===== src/rtl/zero_delay_ram.sv =====
// Word-organised data memory: combinational read, synchronous write, words 0/1 mapped to I/O.
// Optional write-through forwarding on RAMOut when ZERO_DELAY_RAM_WRITE_FORWARD_EN is defined.
module zero_delay_ram #(
    parameter int dataW       = 32,
    parameter int RAMAddrSize = 8
) (
    input  logic                   clock,
    input  logic                   reset,
    input  logic [RAMAddrSize-1:0] RAMAddr,
    input  logic [dataW-1:0]       DataIn,
    input  logic                   WriteControl,
    input  logic [dataW-1:0]       InpWord1,
    input  logic [dataW-1:0]       InpWord2,
    output logic [dataW-1:0]       RAMOut,
    output logic [dataW-1:0]       OutWord1,
    output logic [dataW-1:0]       OutWord2
);

    localparam int          WordW = RAMAddrSize - 2;
    localparam int unsigned Depth = 2 ** WordW;

    logic [WordW-1:0] word;
    logic [dataW-1:0] mem_q [Depth];
    logic [dataW-1:0] out1_q, out1_d;
    logic [dataW-1:0] out2_q, out2_d;
    logic             mem_we;
    logic [dataW-1:0] rd_data;
    logic             unused_byte_sel;

    assign word            = RAMAddr[RAMAddrSize-1:2];
    assign unused_byte_sel = ^RAMAddr[1:0];

    always_comb begin
        out1_d = out1_q;
        out2_d = out2_q;
        mem_we = 1'b0;
        if (WriteControl) begin
            if (word == WordW'(0)) begin
                out1_d = DataIn;
            end else if (word == WordW'(1)) begin
                out2_d = DataIn;
            end else begin
                mem_we = 1'b1;
            end
        end
    end

    always_ff @(posedge clock) begin
        if (reset) begin
            out1_q <= '0;
            out2_q <= '0;
            for (int unsigned i = 0; i < Depth; i++) begin
                mem_q[i[WordW-1:0]] <= '0;
            end
        end else begin
            out1_q <= out1_d;
            out2_q <= out2_d;
            if (mem_we) begin
                mem_q[word] <= DataIn;
            end
        end
    end

    // Words 0/1 always read the external inputs; forwarding only applies to storage words.
    always_comb begin
        rd_data = mem_q[word];
        if (word == WordW'(0)) begin
            rd_data = InpWord1;
        end else if (word == WordW'(1)) begin
            rd_data = InpWord2;
        end
`ifdef ZERO_DELAY_RAM_WRITE_FORWARD_EN
        else if (WriteControl) begin
            rd_data = DataIn;
        end
`endif
    end

    assign RAMOut   = rd_data;
    assign OutWord1 = out1_q;
    assign OutWord2 = out2_q;

endmodule


===== config.mk =====
export PLATFORM = sky130hd
export DESIGN_NAME = zero_delay_ram
export DESIGN_NICKNAME = d
export VERILOG_FILES = /design/src/rtl/zero_delay_ram.sv
export SDC_FILE = /design/constraint.sdc
export NUM_CORES = 2
export LEC_CHECK = 0
export BUFFER_PORTS_ARGS = -buffer_cell sky130_fd_sc_hd__buf_4
export CORE_MARGIN = 5
export CORE_UTILIZATION = 30
export DETAILED_ROUTE_END_ITERATION = 8
export GPL_ROUTABILITY_DRIVEN = 0
export PLACE_DENSITY_LB_ADDON = 0.08
export RECOVER_POWER = 25
export SETUP_SLACK_MARGIN = 0.5
export SYNTH_ARGS = -nofsm -noshare
export SYNTH_HDL_FRONTEND = slang
export SYNTH_SLANG_ARGS = --single-unit

===== constraint.sdc =====
create_clock -name clock -period 3.05 [get_ports clock]
set_input_delay 0.305 -clock clock [delete_from_list [all_inputs] [get_ports clock]]
set_output_delay 0.305 -clock clock [all_outputs]
set_load 0.1 [all_outputs]

After elaboration in Yosys (flattened, before gate mapping)
Memories as Yosys holds them, arrays and structs flattened.
Cells that the tools add are included.
Word-level totals
  bits in registers: 64
  memory bits (writable): 2048
  input bits: 107
  word-level logic and storage cells: 22
  memories kept: 1
Memory list
  mem_q: words 64, bits a word 32, read ports 1, clocked after Yosys merged registers in 0, wr ports 64, RTL line 23  | logic [dataW-1:0] mem_q [Depth];
Operators by class
  equal/unequal tests: 1
  mux-type cells: 13
  bitwise gates (word level): 1
  reduce and logical (&&, ||, !) cells: 4
Operators by type and width (number)
  32-bit 2-to-1 mux: 3
  32-bit OR reduction: 1
  1-bit 2-to-1 mux: 9
  6-bit by 1-bit == test with 1-bit output (second input constant): 1
  6-bit zero test: 1
  6-bit 2-to-1 mux: 1
  3-bit AND reduction: 1
  2-bit AND reduction: 1
  1-bit NOT: 1

Logic depth before layout (Yosys ltp)
  depth after elaboration: 9
  gate-level depth with buffers: 10
  gate-level depth less buffers: 5

Worst setup path after synthesis
OpenSTA, ideal clock, no wires.
  kind: input to output
  start: input RAMAddr[2]
  end: output RAMOut[28]
  arrival time: 2482 ps
  setup slack: 263 ps
  cell stages on the path: 9
  buffers on the path: 4
  cells stage by stage: buf_4 buf_6 buf_4 and4bb_2 buf_2 a22oi_1 nand4_1 nor4_1 a221o_1
On the way
  cells in the longest elaborated chain, start to end: 3
  elaborated cells between the ends (all ways): 5
Ends and longest elaborated chain
  start, declared: RTL line 9  | input logic [RAMAddrSize-1:0] RAMAddr,
  memory read 64 x 32 bit / 6-bit by 1-bit == test with 1-bit output (equally long branches)
  32-bit 2-to-1 mux: RTL line 69  | end else if (word == WordW'(1)) begin
  32-bit 2-to-1 mux *: RTL line 67  | if (word == WordW'(0)) begin
  end, declared: RTL line 14  | output logic [dataW-1:0] RAMOut,
Every way passes the cells marked *; elsewhere a longest branch is shown, timed or not.

Worst setup path in the final report
  start: memory mem_q[7][19]
  end: output RAMOut[19]
On the way
  cells in the longest elaborated chain, start to end: 3
Ends and longest elaborated chain (RTL line)
  start, declared: 23
  memory read 64 x 32 bit
  32-bit 2-to-1 mux: 69
  32-bit 2-to-1 mux: 67
No other way between the ends.

==> flow_summary.yaml <==
synthesis:
  seq_area_frac_synth: 0.660
  synth_flop_cell: "edfxtp_1"
  ys_ff_latch: 2080
  syn_avg_cell_area_um2: 14.8
  yosysTopAreaCell: "edfxtp_1"
  async_reset_ff_frac: 0
  synth-edff-count: 2016
  ys_top_cells_by_area: "edfxtp_1 65%, and2_1 13%, mux4_2 9.3%"
  syn_inst: 6313
  ys_types: 53
  synth_top_area_frac: 0.646
  syn-cell-area_um2: 93700
  yosys_warnings: 0
timing:
  tightestPinTransition_ns: 1.72
  finalCritPeriodShare: 1.16
  timing.final.crit_period_ns: 3.55
  hold_violations: 0
  skew_ns: 0
  fmax_mhz: 282
  tns_ns: -27.87
  finalMaxSlewViolations: 109
  rsz0062_at_grt: "true"
  fin_ws_ns: -0.501
  max-slew-margin-rel: -0.144
  finalSetupViolations: 274
finish:
  fin_util: 0.369
  final_cell_mix: "2016 x edfxtp_1, 1822 x and2_1, 638 x buf_4, 387 x mux4_2, 246 x clkbuf_16"
  syn2layout_area_growth_pct: 22.6
  final_common_cell: "edfxtp_1"
  fin_nets: 6988
  drive_gt1_frac: 0.267
  final_area_um2: 115000
  stdcell_count: 11200
  fillers: 29400
power:
  p_leak_nw: 40.5
  p_sw_frac: 0.247
  seqPwrFrac: 0.479
  pwr-share-clk: 0.417
  p_int_mw: 52.0
  p_per_area_nw_per_um2: 601
  p_sw_mw: 17.1
  combPwrFrac: 0.104
  peakVddDrop_mv: 0.451
critical_path:
  cpMaxStageDelayCell: "mux4_2"
  crit_required_ns: 2.74
  end_kind: "output pin"
  arrival_ns: 3.25
  critPathTopFamily: "compound AO/OA/AOI/OAI gates"
  path_max_fanout: 1
  path_buf_inv: 2
  max_stage_delay_ns: 0.52
  crit_type: "flip-flop to output pin"
  critPathLaunchType: "flip-flop"
  crit_chain: "mux4_2, a22o_4, nor4_4, buf_4, nor3_4, a221o_2, buf_12"
global_route:
  track_usage: 0.211
  grt_overflow: 0
  antenna_found_initial: 45
  grt_pass1_vias: 57200
  grt_max_degree: 109
  grt_pass1_wl_mm: 481
worst_hold_path:
  hold_class: "input pin to flip-flop"
routing:
  routed_wl_mm: 348
  dr.pass1.iters: 5
  vias_per_cell: 4.90
  vias: 55100
  drc: 0
  detail_route.iter0.violations: 5220
  ant_nets: 0
  wl_per_cell_um: 30.9
placed_design:
  io_buffers: 200
  dp_hpwl_mm: 224
  postPlaceCellArea_um2: 106000
  dp.cells: 10800
clocking:
  cts_max_path_buffers: 4
  insertion_delay_ns: 0.91
  path_clk_slew_ns: 0.06
  clock-sinks: 2080
  numCtsBuffers: 242
  post_cts_buffers: 0
  htreeDepth: 4
  cts_tree: "yes"
  root_buffer: "clkbuf_16"
floorplanning:
  row_count: 205
  start_util: 0.301
  pin_count: 203
  core-area_um2: 311000
  fp.dieW_um: 569
  dieArea_um2: 324000
  die_y_um: 569
job:
  cap_violations: 1
outcome:
  violations: "capacitance limit, slew limit, setup timing"
  outcome: "complete, but fails checks"
-- flip-flops by register name (all words and copies together) (netlist names) --
| name | flops |
|---|---|
| mem_q | 2016 |
| OutWord1 | 32 |
| OutWord2 | 32 |
-- synth_stat cells (4+ instances only) --
master        n
edfxtp_1   2016
and2_1     1987
clkbuf_1    533
mux4_2      387
mux2i_1     218
nand2_1     173
o22ai_1     110
a21oi_1      96
nor2_1       94
buf_2        80
or2_2        65
dfxtp_1      64
nor3_1       63
a22oi_1      45
buf_4        35
a211oi_1     32
a221o_1      32
nor4_1       32
o21ai_0      32
a221oi_1     31
o211ai_1     31
nand2b_1     21
mux2_2       18
nand4_1      16
a22o_1       15
o2111ai_1    15
o22a_1       15
buf_1         7
buf_6         5
nand3_1       5
nor2b_1       5
nand3b_1      4
-- cell type report --
class	instances	area, um2	area share
diodes	14	35.0	0.000305
multi-input cells	3604	30400	0.265
repair buffers	953	9710	0.0845
flip-flops and latches	2080	61800	0.538
clock buffers	306	6450	0.0561
well taps	4140	5180	0.0451
clock inverters	145	1260	0.0110
-- power groups by stage --
stage / clock, mW / sequential (mW) / combinational, mW
6_report: 28.8 / 33.1 / 7.19
5_1_grt: 30.7 / 33.2 / 7.48
4_1_cts: 29.5 / 33.1 / 7.35
3_5_place_dp: 0 / 33.7 / 6.94
3_3_place_gp: 0 / 33.7 / 6.94
2_1_floorplan: 0 / 33.6 / 3.25
-- metal layers --
layer / track usage / vias up / share of wire
li1: - / 24300 / -
met4: 0.0539 / 0 / 0.028
met3: 0.0277 / 350 / 0.049
met2: 0.368 / 1461 / 0.50
met1: 0.278 / 28900 / 0.42
met5: 0 / - / 0
-- worst register-to-register path, delay by kind of cell, from the launching register on --
family                 cells  cell delay (ns)
AND/OR/NAND/NOR            1             0.06
AO/OA/AOI/OAI              1             0.17
buffers and inverters      1             0.56
flip-flops                 1             0.35
-- path summary, 6_finish.rpt --
check                                  start                  endpoint  slack (ns)  depth (start not counted)
hold reg to reg     OutWord2[5]$_SDFFE_PP0P_  OutWord2[5]$_SDFFE_PP0P_        0.46                          2
setup reg to reg    OutWord2[4]$_SDFFE_PP0P_  OutWord2[4]$_SDFFE_PP0P_        1.86                          3
setup / recovery  mem_q[7][19]$_SDFFCE_PN0P_                RAMOut[19]       -0.50                          7
hold / removal                     DataIn[2]  OutWord2[2]$_SDFFE_PP0P_        0.02                          3
-- timing repair --
item / 4_1_cts / 5_1_grt
pin swaps: 39 / 20
endpoints found under the hold margin: 28 / 0
endpoints found under the setup margin: 32 / 32
resized for setup: 231 / 17
hold buffers: 13 / 0
-- cell families after synthesis --
kind of cell,share of synthesized area
and+or+nand+nor,0.158
DFF,0.660
buffers and inverters,0.0293
muxes,0.118
AOI/OAI and AO/OA,0.0343
other,0.0000400
-- through the flow --
stage / setup WS [ns] / total power [mW] / hold WS, ns
finish: -0.501 / 69.1 / 0.0200
global route: -0.606 / 71.4 / 0.0362
CTS: -0.682 / 70.0 / 0.00792
detailed placement: -0.906 / 40.6 / 0.451
global placement: -0.923 / 40.6 / 0.445
floorplan: 0.481 / 36.8 / 0.559
No activity file was read; power rests on OpenSTA's default activity.
